**config.mk**
```make
export PLATFORM = sky130hd
export DESIGN_NAME = xadc_drp_arbiter_flat
export DESIGN_NICKNAME = d
export VERILOG_FILES = /design/src/rtl/xadc_drp_arbiter_pkg.sv /design/src/rtl/xadc_drp_arbiter_if.sv /design/src/rtl/xadc_drp_arbiter_picker.sv /design/src/rtl/xadc_drp_arbiter.sv /design/src/flat_wrapper.sv
export SDC_FILE = /design/constraint.sdc
export NUM_CORES = 1
export LEC_CHECK = 0
export BUFFER_PORTS_ARGS = -buffer_cell sky130_fd_sc_hd__buf_2
export CAP_MARGIN = 20
export CORE_ASPECT_RATIO = 1.1
export CORE_MARGIN = 2
export CORE_UTILIZATION = 45
export DETAILED_ROUTE_END_ITERATION = 7
export GPL_TIMING_DRIVEN = 0
export PLACE_DENSITY_LB_ADDON = 0.12
export SETUP_SLACK_MARGIN = 0.02
export SLEW_MARGIN = 5
export SYNTH_ARGS = -nofsm -noshare
export SYNTH_HDL_FRONTEND = slang
export SYNTH_HIERARCHICAL = 1
export SYNTH_SLANG_ARGS = --single-unit
```
**constraint.sdc**
```tcl
create_clock -name clk -period 5.5 [get_ports clk]
set_input_delay 0.825 -clock clk [delete_from_list [all_inputs] [get_ports clk]]
set_output_delay 0.825 -clock clk [all_outputs]
set_load 0.01 [all_outputs]
```
**src/rtl/xadc_drp_arbiter_pkg.sv**
```systemverilog
// Shared types and constants for the XADC DRP arbiter.
// State encoding, DRP register addresses and a range helper.
package xadc_pkg;

  typedef enum logic [2:0] {
    IDLE    = 3'd0,
    HOLD    = 3'd1,
    ISSUE   = 3'd2,
    WAIT    = 3'd3,
    RECOVER = 3'd4
  } state_t;

  localparam logic [6:0] ADDR_VPVN = 7'h03;
  localparam logic [6:0] ADDR_CFG0 = 7'h40;
  localparam logic [6:0] ADDR_CFG1 = 7'h41;
  localparam logic [6:0] ADDR_CFG2 = 7'h42;

  function automatic logic in_range(
    input logic [6:0] a,
    input logic [6:0] lo,
    input logic [6:0] hi
  );
    return (a >= lo) && (a <= hi);
  endfunction

endpackage

```
**src/rtl/xadc_drp_arbiter_if.sv**
```systemverilog
// Requester and XADC DRP signal bundle for the arbiter.
// slave = arbiter side, master = requesters plus XADC side.
interface xadc_drp_arbiter_if;

  logic [1:0]  req_valid;
  logic [1:0]  req_we;
  logic [13:0] req_addr;
  logic [31:0] req_wdata;
  logic [1:0]  req_ack;
  logic        req_err;
  logic [15:0] req_rdata;
  logic        xadc_busy;
  logic        drp_den;
  logic        drp_dwe;
  logic [6:0]  drp_daddr;
  logic [15:0] drp_di;
  logic [15:0] drp_do;
  logic        drp_drdy;
  logic [7:0]  timeout_count;

  modport slave (
    input  req_valid,
    input  req_we,
    input  req_addr,
    input  req_wdata,
    input  xadc_busy,
    input  drp_do,
    input  drp_drdy,
    output req_ack,
    output req_err,
    output req_rdata,
    output drp_den,
    output drp_dwe,
    output drp_daddr,
    output drp_di,
    output timeout_count
  );

  modport master (
    output req_valid,
    output req_we,
    output req_addr,
    output req_wdata,
    output xadc_busy,
    output drp_do,
    output drp_drdy,
    input  req_ack,
    input  req_err,
    input  req_rdata,
    input  drp_den,
    input  drp_dwe,
    input  drp_daddr,
    input  drp_di,
    input  timeout_count
  );

endinterface

```
**src/rtl/xadc_drp_arbiter_picker.sv**
```systemverilog
// Two-way round-robin grant: on a tie the requester
// that did not win last time is chosen.
module drp_rr_picker (
  input  logic [1:0] i_valid,
  input  logic       i_last,
  output logic       o_any,
  output logic       o_idx
);

  always_comb begin
    o_any = |i_valid;
    o_idx = 1'b0;
    unique case (1'b1)
      (i_valid == 2'b11): o_idx = ~i_last;
      (i_valid == 2'b10): o_idx = 1'b1;
      (i_valid == 2'b01): o_idx = 1'b0;
      (i_valid == 2'b00): o_idx = 1'b0;
    endcase
  end

endmodule

```
**src/rtl/xadc_drp_arbiter.sv**
```systemverilog
// Round-robin owner of the XADC DRP: one transaction at a time,
// config writes held off while BUSY, DRDY timeout with recovery.
module xadc_drp_arbiter
  import xadc_pkg::*;
#(
  parameter int         TIMEOUT = 255,
  parameter logic [6:0] CFG_LO  = 7'h40,
  parameter logic [6:0] CFG_HI  = 7'h42
) (
  input logic               clk,
  input logic               rst_n,
  xadc_drp_arbiter_if.slave bus
);

  localparam logic [15:0] LP_TMAX = 16'(TIMEOUT - 1);

  state_t      r_state;
  state_t      w_state_nxt;

  logic        r_drdy_q;
  logic [15:0] r_do_q;
  logic        r_busy_q;

  logic        r_last;
  logic        r_gnt;
  logic        r_we;
  logic [6:0]  r_addr;
  logic [15:0] r_wdata;
  logic [15:0] r_timer;

  logic        r_den;
  logic        r_dwe;
  logic [6:0]  r_daddr;
  logic [15:0] r_di;
  logic [1:0]  r_ack;
  logic        r_err;
  logic [15:0] r_rdata;
  logic [7:0]  r_tocnt;

  logic        w_gnt_any;
  logic        w_gnt_idx;
  logic        w_sel_we;
  logic [6:0]  w_sel_addr;
  logic [15:0] w_sel_wdata;
  logic        w_hold;
  logic        w_tmo;
  logic [1:0]  w_ack_vec;

  logic        w_grant;
  logic        w_issue;
  logic        w_done;
  logic        w_tmo_hit;
  logic        w_tclr;
  logic        w_tinc;

  drp_rr_picker u_pick (
    .i_valid (bus.req_valid),
    .i_last  (r_last),
    .o_any   (w_gnt_any),
    .o_idx   (w_gnt_idx)
  );

  assign w_sel_we    = bus.req_we[w_gnt_idx];
  assign w_sel_addr  = w_gnt_idx ? bus.req_addr[13:7]
                                 : bus.req_addr[6:0];
  assign w_sel_wdata = w_gnt_idx ? bus.req_wdata[31:16]
                                 : bus.req_wdata[15:0];

  assign w_hold = w_sel_we && r_busy_q &&
                  in_range(w_sel_addr, CFG_LO, CFG_HI);

  assign w_tmo     = (r_timer == LP_TMAX);
  assign w_ack_vec = r_gnt ? 2'b10 : 2'b01;

  always_ff @(posedge clk or negedge rst_n) begin
    if (!rst_n) r_state <= IDLE;
    else        r_state <= w_state_nxt;
  end

  always_comb begin
    w_state_nxt = r_state;
    w_grant     = 1'b0;
    w_issue     = 1'b0;
    w_done      = 1'b0;
    w_tmo_hit   = 1'b0;
    w_tclr      = 1'b0;
    w_tinc      = 1'b0;
    unique case (r_state)
      IDLE: begin
        if (w_gnt_any) begin
          w_grant     = 1'b1;
          w_state_nxt = w_hold ? HOLD : ISSUE;
        end
      end
      HOLD: begin
        if (!r_busy_q) w_state_nxt = ISSUE;
      end
      ISSUE: begin
        w_issue     = 1'b1;
        w_tclr      = 1'b1;
        w_state_nxt = WAIT;
      end
      WAIT: begin
        if (r_drdy_q) begin
          w_done      = 1'b1;
          w_state_nxt = IDLE;
        end else if (w_tmo) begin
          w_tmo_hit   = 1'b1;
          w_tclr      = 1'b1;
          w_state_nxt = RECOVER;
        end else begin
          w_tinc = 1'b1;
        end
      end
      // Late DRDY is swallowed here so it never reaches the next owner
      RECOVER: begin
        if (w_tmo) w_state_nxt = IDLE;
        else       w_tinc      = 1'b1;
      end
      default: w_state_nxt = IDLE;
    endcase
  end

  always_ff @(posedge clk or negedge rst_n) begin
    if (!rst_n) begin
      r_drdy_q <= 1'b0;
      r_do_q   <= '0;
      r_busy_q <= 1'b0;
      r_last   <= 1'b1;
      r_gnt    <= 1'b0;
      r_we     <= 1'b0;
      r_addr   <= '0;
      r_wdata  <= '0;
      r_timer  <= '0;
      r_den    <= 1'b0;
      r_dwe    <= 1'b0;
      r_daddr  <= '0;
      r_di     <= '0;
      r_ack    <= '0;
      r_err    <= 1'b0;
      r_rdata  <= '0;
      r_tocnt  <= '0;
    end else begin
      r_drdy_q <= bus.drp_drdy;
      r_do_q   <= bus.drp_do;
      r_busy_q <= bus.xadc_busy;
      r_den    <= 1'b0;
      r_dwe    <= 1'b0;
      r_ack    <= '0;
      if (w_grant) begin
        r_gnt   <= w_gnt_idx;
        r_last  <= w_gnt_idx;
        r_we    <= w_sel_we;
        r_addr  <= w_sel_addr;
        r_wdata <= w_sel_wdata;
      end
      if (w_issue) begin
        r_den   <= 1'b1;
        r_dwe   <= r_we;
        r_daddr <= r_addr;
        r_di    <= r_wdata;
      end
      if (w_tclr)      r_timer <= '0;
      else if (w_tinc) r_timer <= r_timer + 16'd1;
      if (w_done) begin
        r_ack   <= w_ack_vec;
        r_err   <= 1'b0;
        r_rdata <= r_do_q;
      end
      if (w_tmo_hit) begin
        r_ack   <= w_ack_vec;
        r_err   <= 1'b1;
        r_rdata <= '0;
        if (r_tocnt != 8'hFF) r_tocnt <= r_tocnt + 8'd1;
      end
    end
  end

  assign bus.drp_den       = r_den;
  assign bus.drp_dwe       = r_dwe;
  assign bus.drp_daddr     = r_daddr;
  assign bus.drp_di        = r_di;
  assign bus.req_ack       = r_ack;
  assign bus.req_err       = r_err;
  assign bus.req_rdata     = r_rdata;
  assign bus.timeout_count = r_tocnt;

endmodule
```
**src/flat_wrapper.sv**
```systemverilog
// flat-port wrapper written by rule: the top's interface ports become plain ports
module xadc_drp_arbiter_flat import xadc_pkg::*;
#(
  parameter int         TIMEOUT = 255,
  parameter logic [6:0] CFG_LO  = 7'h40,
  parameter logic [6:0] CFG_HI  = 7'h42
)
  (clk, rst_n, bus_req_valid, bus_req_we, bus_req_addr, bus_req_wdata, bus_xadc_busy, bus_drp_do, bus_drp_drdy, bus_req_ack, bus_req_err, bus_req_rdata, bus_drp_den, bus_drp_dwe, bus_drp_daddr, bus_drp_di, bus_timeout_count);
  xadc_drp_arbiter_if bus_i ();
  input logic clk;
  input logic rst_n;
  input wire logic [$bits(bus_i.req_valid)-1:0] bus_req_valid;
  input wire logic [$bits(bus_i.req_we)-1:0] bus_req_we;
  input wire logic [$bits(bus_i.req_addr)-1:0] bus_req_addr;
  input wire logic [$bits(bus_i.req_wdata)-1:0] bus_req_wdata;
  input wire logic [$bits(bus_i.xadc_busy)-1:0] bus_xadc_busy;
  input wire logic [$bits(bus_i.drp_do)-1:0] bus_drp_do;
  input wire logic [$bits(bus_i.drp_drdy)-1:0] bus_drp_drdy;
  output wire logic [$bits(bus_i.req_ack)-1:0] bus_req_ack;
  output wire logic [$bits(bus_i.req_err)-1:0] bus_req_err;
  output wire logic [$bits(bus_i.req_rdata)-1:0] bus_req_rdata;
  output wire logic [$bits(bus_i.drp_den)-1:0] bus_drp_den;
  output wire logic [$bits(bus_i.drp_dwe)-1:0] bus_drp_dwe;
  output wire logic [$bits(bus_i.drp_daddr)-1:0] bus_drp_daddr;
  output wire logic [$bits(bus_i.drp_di)-1:0] bus_drp_di;
  output wire logic [$bits(bus_i.timeout_count)-1:0] bus_timeout_count;
  assign bus_i.req_valid = bus_req_valid;
  assign bus_i.req_we = bus_req_we;
  assign bus_i.req_addr = bus_req_addr;
  assign bus_i.req_wdata = bus_req_wdata;
  assign bus_i.xadc_busy = bus_xadc_busy;
  assign bus_i.drp_do = bus_drp_do;
  assign bus_i.drp_drdy = bus_drp_drdy;
  assign bus_req_ack = bus_i.req_ack;
  assign bus_req_err = bus_i.req_err;
  assign bus_req_rdata = bus_i.req_rdata;
  assign bus_drp_den = bus_i.drp_den;
  assign bus_drp_dwe = bus_i.drp_dwe;
  assign bus_drp_daddr = bus_i.drp_daddr;
  assign bus_drp_di = bus_i.drp_di;
  assign bus_timeout_count = bus_i.timeout_count;
  xadc_drp_arbiter #(.TIMEOUT(TIMEOUT), .CFG_LO(CFG_LO), .CFG_HI(CFG_HI)) u_core (.clk(clk), .rst_n(rst_n), .bus(bus_i));
endmodule
```
# --- Word level (Yosys, flattened, before mapping) ---
# Index checks and enable logic that the tools add are counted.
totals:
  out_inout_bits: 52
  register_bits: 115
  word_cells: 83
  in_bits: 70
classes:
  addsub: 2
  n_bitwise: 1
  reduce_logical: 11
  magnitude_cmp: 3
  n_mux: 35
  eq_ne: 13
ops:
  columns: ["cell", "n"]
  rows:
  - ["$mux W16", 5]
  - ["$add A16 B1 Y16 const B", 1]
  - ["$eq A16 B8 Y1 const B", 1]
  - ["$mux W1", 16]
  - ["$mux W3", 5]
  - ["$pmux W3 S5", 1]
  - ["$add A8 B1 Y8 const B", 1]
  - ["$mux W2", 4]
  - ["$ne A8 B8 Y1 const B", 1]
  - ["$ge A7 B7 Y1 const B", 1]
  - ["$le A7 B7 Y1 const B", 1]
  - ["$mux W7", 1]
  - ["$eq A3 B2 Y1 const B", 2]
  - ["$eq A2 B2 Y1 const B", 2]
  - ["$ne A2 B2 Y1 const B", 2]
  - ["$pmux W1 S2", 2]
  - ["$reduce_and A4 Y1", 1]
  - ["$reduce_bool A2 Y1", 2]
  - ["$reduce_or A2 Y1", 2]
  - ["$eq A3 B1 Y1 const B", 1]
  - ["$eq A3 B3 Y1 const B", 1]
  - ["$logic_and A1 B1 Y1", 3]
  - ["$logic_not A3 Y1", 1]
  - ["$ne A3 B1 Y1 const B", 1]
  - ["7 further kinds", 7]

# --- Logic depth before layout (Yosys ltp) ---
# Gate-level depths: netlist of the first run.
logic_depth:
  ltp_word: 10
  depth_mapped: 8
  mapped_depth_nobuf: 6

# --- Modules after synthesis ---
# The synthesis of the first run kept the hierarchy.
modules_own_cells:
  columns: ["module", "area_each_um2", "cells_each", "seq_area_each_um2", "instances"]
  rows:
  - ["xadc_drp_arbiter", 4879.7, 432, 2879.0, 1]
  - ["drp_rr_picker", 13.8, 2, 0.0, 1]

# --- Worst setup path after synthesis of the first run ---
# OpenSTA, ideal clock, no wires.
synth_path:
  kind: "input -> register"
  start: "in bus_req_valid[1]"
  end: "reg u_core.r_wdata[0]"
  path_stages: 5
  t_arrival_ps: 2146
  t_required_ps: 5363
  n_path_buf: 2
  setup_time_ps: 137
  slack_ps: 3217
  path_cell_list: "a21boi_1 clkbuf_1 buf_1 mux2i_1 a21oi_1"
synth_via:
  elab_chain_len: 4
  elab_cells_between_ends: 10
  classes_between: "eq/ne (3); mux (4); reduce/logical (3)"
synth_lines:
  columns: ["element", "line", "text"]
  rows:
  - ["start: declaration", "flat_wrapper.sv:12", "input wire logic [$bits(bus_i.req_valid)-1:0] bus_req_valid;"]
  - ["$eq A2 B1 Y1 or $logic_not A2 Y1 (tied branches)", "xadc_drp_arbiter_picker.sv:16, xadc_drp_arbiter_picker.sv:17", null]
  - ["$reduce_or A2 Y1 (no source line)", null, null]
  - ["$pmux W1 S3", "xadc_drp_arbiter_picker.sv:13", "unique case (1'b1)"]
  - ["$mux W16", "xadc_drp_arbiter.sv:66", "assign w_sel_wdata = w_gnt_idx ? bus.req_wdata[31:16]"]
  - ["end signal: assignment", "xadc_drp_arbiter.sv:155", "r_wdata <= w_sel_wdata;"]
  - ["end: declaration", "xadc_drp_arbiter.sv:28", "logic [15:0] r_wdata;"]
# Parallel ways exist; a longest one is shown, timed or not.
# A chain may end at the register's enable or synchronous reset.

# --- Worst setup path after layout of the first run ---
layout_path:
  start: "in bus_req_valid[1]"
  end: "reg u_core.r_wdata[4]"
layout_via:
  elab_chain_len: 4
  elab_cells_between_ends: 10
  classes_between: "eq/ne (3); mux (4); reduce/logical (3)"
layout_lines:
  columns: ["element", "line", "text"]
  rows:
  - ["$eq A2 B1 Y1 or $logic_not A2 Y1 (tied branches)", "xadc_drp_arbiter_picker.sv:16, xadc_drp_arbiter_picker.sv:17", null]
  - ["$reduce_or A2 Y1 (no source line)", null, null]
  - ["$pmux W1 S3 (*)", "xadc_drp_arbiter_picker.sv:13", null]
  - ["named net u_core.w_gnt_idx", "xadc_drp_arbiter.sv:41", "logic w_gnt_idx;"]
  - ["$mux W16 (*)", "xadc_drp_arbiter.sv:66", null]
# The timed path passes the listed nets; every way through them passes the cells marked *.

==> flow_summary.ini, run 1 <==
[clock_tree]
clock_sinks = 115
clk_pin_slew_ps = 50
cts_tree = done
postCtsHoldBufs = 0
cts-root-buf = clkbuf_16
postCtsSetupRepairBufs = 0
cts.htree.levels = 4
cts_buffer_depth = 2
cts_resized = 0
numCtsBuffers = 17
clk_latency_ps = 410

[synthesis]
netlist-cell-type-count = 50
avgSynthCellArea_um2 = 11.3
synth_compound_area_share_pct = 10.7
synth.area.mux_share_pct = 10.7
synth-simple-area-share_pct = 15.6
synth_edf_count = 0
synthCells = 434
netlist_area_mm2 = 0.00489
yosysSeqAreaShare_pct = 58.8
yosysWarnings = 6
ys_ff_latch = 115
synth_area_leaders = dfrtp_1 (58%), mux2_2 (5.5%), mux2i_1 (4.9%)
yosys_most_used_dff = dfrtp_1
synthXorXnorAreaFrac_pct = 1.07
synth_top_area_cell = dfrtp_1
synthAdderAreaFrac_pct = 0.767
syn_nets = 507
synth_top_area_share_pct = 58.3
synth_async_sr_flop_share_pct = 100
synth_top_family_by_area = simple AND/OR/NAND/NOR gates

[grt]
grt_remaining_overflow = 0
grt_usage_pct = 19.9
grt_pass1_wl_mm = 18.1
grt_max_degree = 80
grt_pass1_vias = 3803
antenna_found_initial = 0

[critical_path]
cp.arrival_ps = 2560
critical-path-max-stage-delay_ps = 610
crit_fanout = 10
crit_slowest_cell = buf_1
start_kind = input pin
cp_top_family = buffers and inverters
crit_chain = buf_2 -> a21boi_1 -> clkbuf_1 -> buf_1 -> mux2i_1 -> a21oi_1
crit_path_end_kind = register
critPathKind = in -> reg
cp_num_buf_inv = 3
cp.required_ps = 5770
r2r_setup_slack_ps = 3210

[placement]
place.gp.congestion = 0.820
dp_slack_ps = 2770
portBuffers = 121
place_area_mm2 = 0.00571
placed_cells = 699
dp.final_hpwl_mm = 7.69

[timing]
tightest_slew_ps = 721
fmax_mhz = 435
skew_ps = 6.04
fin_crit_ps = 2300
fin_setup_tns_ps = 0
rsz0062_at_grt = false
hold_violations = 0
layout_setup_ws_ps = 3200
setup_viol = 0
drv_slew = 0
hold_ws_ps = 320
post-route-period-util_pct = 41.8
relSlewSlack_pct = 52.0

[floorplanning]
initial_utilization_pct = 46.6
coreArea_mm2 = 0.0105
dieHeight_um = 113
fp.dieArea_mm2 = 0.0117
ios = 122
die_w_um = 103
std_cell_rows = 39

[route]
totalWireLength_mm = 11.0
vias = 3758
post-route-drc-count = 0
firstDrtPassIters = 4
drt_iter0_markers = 137
ant_nets = 0
routed_via_density = 5.15
wl_per_cell_um = 15.0

[cells_and_area]
n_fill_cell = 927
utilization_pct = 59.9
design_area_mm2 = 0.00629
nets = 648
diodes = 0
drive_gt1_share_pct = 33.2
final_cells = 730
syn_to_final_growth_pct = 28.5

[pwr]
p_per_area_mw_per_mm2 = 510
power_mw = 3.21
power.leakage_nw = 2.90
vdd_drop_max_v = 0.000260

[run]
maxCapViolCount = 0

[worst_hold_path]
hold_path.class = in -> async

[status]
status = finished, final reports clean
-- cell type report --
class | count | area [um^2] | area share (%)
Buffer | 23 | 96.3 | 1.53
Clock buffer | 19 | 443 | 7.05
Clock inverter | 12 | 131 | 2.09
Inverter | 6 | 22.5 | 0.358
Multi-Input combinational cell | 290 | 1900 | 30.2
Tap cell | 143 | 179 | 2.85
Sequential cell | 115 | 2880 | 45.8
Timing Repair Buffer | 122 | 639 | 10.2
-- synthesized netlist by cell type, types with 5 or more instances --
cell and n:
buf_2 8, xor2_1 5, or4_1 8, o31ai_1 8, nor2_1 32, inv_1 6, or3_1 6, mux2_2 24
o21ai_0 27, dfrtp_1 114, nand4_1 7, mux2i_1 24, nand2_1 50, clkbuf_1 13, nand3_1 6, a21oi_1 43
-- routing by layer --
layer,up-vias,GRT usage (%),routed length [um]
met2,119,30.4,5190
met5,-,0,0
met3,11,7.29,785
li1,1832,-,-
met1,1796,26.2,4870
met4,0,7.19,130
-- cell usage in the layout, fill, tap and decap left out, drive strengths merged, types with 3 or more instances in the layout --
cell type,n
nand4,8
a31oi,4
inv,9
nor2,32
mux2,25
and3,3
nor3,3
mux2i,24
o21ai,27
or4,8
clkinv,3
dfrtp,114
xor2,5
nand3,6
buf,132
or2,3
clkbuf,32
or3,6
ha,3
and4,4
a21oi,43
clkinvlp,4
nand2,50
o31ai,8
-- cells by family after synthesis --
logic type / Yosys count
adder cells (fa/ha/maj): 3
flip-flops: 115
AO/OA/AOI/OAI: 93
buffers and inverters: 29
XOR/XNOR: 6
AND/OR/NAND/NOR: 139
multiplexers: 49
-- state kept, by name (all words and copies together) (netlist names), 2 cells and up --
| name | cells |
|---|---|
| u_core/r_do_q | 16 |
| u_core/bus.timeout_count | 8 |
| u_core/r_wdata | 16 |
| u_core/bus.drp_di | 16 |
| u_core/bus.drp_daddr | 7 |
| u_core/bus.req_ack | 2 |
| u_core/r_timer | 16 |
| u_core/bus.req_rdata | 16 |
| u_core/r_addr | 7 |
| u_core/r_state | 3 |
-- path summary, 6_finish.rpt --
kind | start | endpoint | cells after the start
max | bus_req_valid[1] | u_core/r_wdata[4] | 6
min | rst_n | u_core/bus.timeout_count[3] | 1
max reg2reg | u_core/r_state[1] | u_core/bus.drp_daddr[0] | 5
min reg2reg | u_core/r_gnt | u_core/bus.req_ack[0] | 1
max in group asynchronous | rst_n | u_core/r_last | 2
min in group clk | u_core/r_gnt | u_core/bus.req_ack[0] | 1
-- power breakdown --
| group | leakage (nW) | total [mW] | switching [mW] | internal [mW] |
|---|---|---|---|---|
| Clock | 0.272 | 1.06 | 0.380 | 0.676 |
| Combinational | 1.24 | 0.903 | 0.503 | 0.400 |
| Sequential | 1.39 | 1.25 | 0.131 | 1.12 |
| Total | 2.90 | 3.21 | 1.01 | 2.19 |
(Power assumes the default switching activity.)
==> run 2, diff against run 1 <==
==> constraint.sdc (replaced) <==
create_clock -name clk -period 2 [get_ports clk]
set_input_delay 0.3 -clock clk [delete_from_list [all_inputs] [get_ports clk]]
set_output_delay 0.3 -clock clk [all_outputs]
set_load 0.01 [all_outputs]
==> run 2 against run 1 <==
Against the previous run:
- setup slack worse by 3100 ps
- largest power group unchanged
- highest routed layer unchanged
- clock power rose to 2.7 times the previous value
- first-iteration DRC count up 26%
- count of clock-buffer cells in the layout unchanged
- combinational power rose to 3.1 times the previous value
- cell area up 7.2%
- critical path depth down 2
- register-to-register slack worse by 3100 ps
==> flow_summary.ini, run 2 (synthesis results as in run 1) <==
[status]
status = finished, final reports clean

[route]
totalWireLength_mm = 11.6
routed_via_density = 5.14
wl_per_cell_um = 15.1
drt_iter0_markers = 172
firstDrtPassIters = 5
post-route-drc-count = 0
ant_nets = 0
vias = 3931

[critical_path]
critical-path-max-stage-delay_ps = 540
crit_chain = nor4b_4 -> nand4_4 -> or4_4 -> mux2_1
reg2reg_from = u_core/r_timer[14]
reg2reg_to = u_core/bus.timeout_count[6]
crit_fanout = 4
worst_r2r_path_depth = 4
start_kind = register
crit_path_end_kind = register
r2r_setup_slack_ps = 70
cp.arrival_ps = 2210
critPathKind = reg -> reg
crit_slowest_cell = or4_4
cp.required_ps = 2280

[grt]
grt_remaining_overflow = 0
antenna_found_initial = 0
grt_pass1_vias = 3928
grt_pass1_wl_mm = 18.6
grt_usage_pct = 20.5
grt_max_degree = 80

[placement]
dp.final_hpwl_mm = 7.69
place.gp.congestion = 0.820
placed_cells = 699
place_area_mm2 = 0.00571
portBuffers = 121
dp_slack_ps = -273

[timing]
rsz0062_at_grt = true
tightest_slew_ps = 475
hold_ws_ps = 13.5
relSlewSlack_pct = 68.4
setup_viol = 0
fmax_mhz = 519
layout_setup_ws_ps = 72.9
drv_slew = 0
fin_setup_tns_ps = 0
hold_violations = 0
post-route-period-util_pct = 96.4
fin_crit_ps = 1930
skew_ps = 6.31

[cells_and_area]
diodes = 0
design_area_mm2 = 0.00674
nets = 683
final_cells = 765
layout_common_cells = buf_2 (125), dfrtp_1 (111), nand2_1 (50)
syn_to_final_growth_pct = 37.7
utilization_pct = 64.2
layout_commonest_cell = buf_2
drive_gt1_share_pct = 39.4

[floorplanning]
dieHeight_um = 113
fp.dieArea_mm2 = 0.0117
die_w_um = 103
coreArea_mm2 = 0.0105
std_cell_rows = 39
initial_utilization_pct = 46.6
ios = 122

[worst_hold_path]
hold_path.class = in -> reg
hp-start = bus_drp_do[10]
hold_end = u_core/r_do_q[10]
holdPathStages = 1

[clock_tree]
cts_tree = done
cts_buffer_depth = 2
clk_latency_ps = 400
numCtsBuffers = 17
clock_sinks = 115
cts-root-buf = clkbuf_16
clk_pin_slew_ps = 50
cts.htree.levels = 4

[pwr]
power.leakage_nw = 3.11
power_mw = 9.14
p_per_area_mw_per_mm2 = 1360
vdd_drop_max_v = 0.000716

[run]
maxCapViolCount = 0
-- run 2: worst max path at each step --
stage / startpoint / endpoint / slack [ps] / cells after the start
after floorplan: u_core/r_timer[9] / u_core/bus.timeout_count[6] / 90 / 4
after global placement: rst_n / u_core/bus.drp_di[12] / -740 / 1
after detailed placement: u_core/r_state[0] / u_core/bus.drp_daddr[0] / -270 / 5
after CTS: u_core/r_timer[9] / u_core/bus.req_rdata[12] / 8 / 6
after global routing: u_core/r_state[2] / u_core/r_timer[2] / -10 / 6
final: u_core/r_timer[14] / u_core/bus.timeout_count[6] / 70 / 4
-- run 2: area by class of cell --
cell class	count	area (um^2)
Clock inverter	12	131
Clock buffer	19	443
Fill cell	872	3750
Sequential cell	115	2880
Tap cell	143	179
Timing Repair Buffer	157	945
Multi-Input combinational cell	290	2010
Buffer	23	131
Inverter	6	22.5
-- run 2: worst max-delay path, delay by kind of cell (launching register included) --
family	cells	cell delay [ps]
simple gates	3	1070
flops	1	420
mux	1	310
-- run 2: timing repair --
action / CTS / global route
buffers inserted: 5 / 13
pin swaps: 1 / 9
resized for setup: 16 / 39
endpoints found under the hold margin: 51 / 1
hold buffers: 16 / 1
setup endpoints to repair: 69 / 77
-- run 2: metal layers --
layer  track usage, %  routed length, um  vias to the layer above
li1                 -                  -                     1898
met1             26.7               5050                     1895
met2             32.0               5610                      123
met3             7.05                742                       15
met4             7.11                166                        0
met5                0                  0                        -
-- run 2: power breakdown --
group	internal [mW]	leakage, nW	switching (mW)
Clock	1.86	0.272	1.05
Sequential	3.07	1.38	0.368
Combinational	1.30	1.45	1.49
==> run 3, diff against run 2 <==
--- a/config.mk
+++ b/config.mk
@@ -5,12 +5,12 @@
 export SDC_FILE = /design/constraint.sdc
 export NUM_CORES = 1
 export LEC_CHECK = 0
-export BUFFER_PORTS_ARGS = -buffer_cell sky130_fd_sc_hd__buf_2
 export CAP_MARGIN = 20
 export CORE_ASPECT_RATIO = 1.1
 export CORE_MARGIN = 2
 export CORE_UTILIZATION = 45
 export DETAILED_ROUTE_END_ITERATION = 7
+export DONT_BUFFER_PORTS = 1
 export GPL_TIMING_DRIVEN = 0
 export PLACE_DENSITY_LB_ADDON = 0.12
 export SETUP_SLACK_MARGIN = 0.02
==> constraint.sdc (replaced) <==
create_clock -name clk -period 2.4 [get_ports clk]
set_input_delay 0.36 -clock clk [delete_from_list [all_inputs] [get_ports clk]]
set_output_delay 0.36 -clock clk [all_outputs]
set_load 0.01 [all_outputs]
==> run 3 against run 2 <==
Against the previous run:
- the flow now finishes with violations (hold timing)
- die area stayed put
- sequential share of layout area is 6.1 points higher
- critical path depth is 1 higher
- final cell count is 18% lower
- worst hold slack worse by 360 ps
- via count is 13% lower
==> flow_summary.ini, run 3 (synthesis results as in run 1) <==
[critical_path]
cp.required_ps = 2660
crit_path_end_kind = register
start_kind = register
critical-path-max-stage-delay_ps = 610
cp.arrival_ps = 2450
crit_chain = a21boi_1 -> clkbuf_1 -> buf_1 -> mux2i_1 -> a21oi_1
critPathKind = reg -> reg
crit_slowest_cell = buf_1
crit_fanout = 10

[grt]
top_usage_layer = met2
grt_pass1_vias = 3732
grt_use_met2_pct = 32.2
met3_usage_pct = 6.19
grt_pass1_wl_mm = 18.4
grt_max_degree = 116
met1_usage_pct = 26.1
grt_remaining_overflow = 0
antenna_found_initial = 0
grt_usage_pct = 20.4

[clock_tree]
cts.htree.levels = 4
clk_pin_slew_ps = 50
clk_latency_ps = 410
postCtsHoldBufs = 18
cts_buffer_depth = 2
cts_tree = done
cts-root-buf = clkbuf_16
numCtsBuffers = 17
clock_sinks = 115

[timing]
fin_crit_ps = 2190
drv_slew = 0
hold_violations = 115
skew_ps = 5.91
setup_viol = 0
hold_ws_ps = -347
fin_setup_tns_ps = 0
fmax_mhz = 456
post-route-period-util_pct = 91.3
rsz0062_at_grt = false
tightest_slew_ps = 710
relSlewSlack_pct = 52.7

[floorplanning]
coreArea_mm2 = 0.0105
fp.dieArea_mm2 = 0.0117
initial_utilization_pct = 46.6
die_w_um = 103
ios = 122
std_cell_rows = 39
dieHeight_um = 113

[cells_and_area]
final-seq-area_mm2 = 0.00288
syn_to_final_growth_pct = 20.4
n_fill_cell = 926
design_area_mm2 = 0.00589
layout_commonest_cell = dfrtp_1
multiInputGateArea_mm2 = 0.00191
utilization_pct = 56.1
nets = 544
diodes = 0
layout_common_cells = dfrtp_1 (114), nand2_1 (50), a21oi_1 (43)
drive_gt1_share_pct = 16.5

[route]
totalWireLength_mm = 10.9
ant_nets = 0
firstDrtPassIters = 4
vias = 3435
wl_per_cell_um = 17.4
drt_iter0_markers = 162
post-route-drc-count = 0
routed_via_density = 5.48

[pwr]
p_per_area_mw_per_mm2 = 1220
power_mw = 7.22
power.leakage_nw = 2.49
vdd_drop_max_v = 0.000641

[placement]
portBuffers = 0
dp.final_hpwl_mm = 7.30
place_area_mm2 = 0.00507
place.gp.congestion = 0.795

[status]
violations = hold timing
status = finished with violations

[run]
maxCapViolCount = 0

[worst_hold_path]
hold_path.class = in -> async
[run 3: timing repair]
action                                  CTS  global route
endpoints found under the setup margin    0            30
buffers inserted                          0             0
resized for setup                         0             6
hold endpoints to repair                133           115
[run 3: stage by stage]
| stage | std cells | worst slack [ps] |
|---|---|---|
| after floorplan | 434 | 494 |
| after global placement | 577 | 127 |
| after detailed placement | 577 | 85.3 |
| after CTS | 627 | 25.8 |
| after global routing | 627 | 45.1 |
| final | 627 | 209 |
[run 3: area by class of cell]
cell class	count	share of cell area, %
plain buffers	23	1.68
clock buffers	19	7.69
clock inverters	13	2.91
inverters	6	0.382
multi-input cells	290	32.4
flip-flops and latches	115	48.9
well taps	143	3.04
repair buffers	18	3.06
[run 3: critical path, delay by kind of cell, from the launching register on]
family	cells	cell delay, ps
compound gates	2	300
buf+inv	2	1070
mux	1	300
flops	1	370
[run 3: power breakdown]
part | internal [mW] | leakage, nW | switching (mW) | total, mW
registers | 2.56 | 1.39 | 0.539 | 3.10
logic | 0.674 | 0.812 | 0.816 | 1.49
clock network | 1.70 | 0.289 | 0.923 | 2.62
[run 3: metal layers]
layer	vias to the layer above	part of all wire [%]	wire, um
met2	123	48	5260
met4	0	1.0	110
met1	1682	44	4740
met3	11	7.2	780
met5	-	0	0
li1	1619	-	-
[run 3: final timing paths]
check / start / end / slack, ps / cells after the start
worst min-delay path: rst_n / u_core/bus.timeout_count[5] / -350 / 0
min in group clk: bus_req_wdata[10] / u_core/r_wdata[10] / 170 / 2
max in group asynchronous: rst_n / u_core/r_last / 2500 / 0
worst max-delay path: u_core/r_last / u_core/r_addr[1] / 210 / 5
worst min register to register: u_core/r_gnt / u_core/bus.req_ack[0] / 430 / 1
worst max register to register: u_core/r_last / u_core/r_addr[1] / 210 / 5
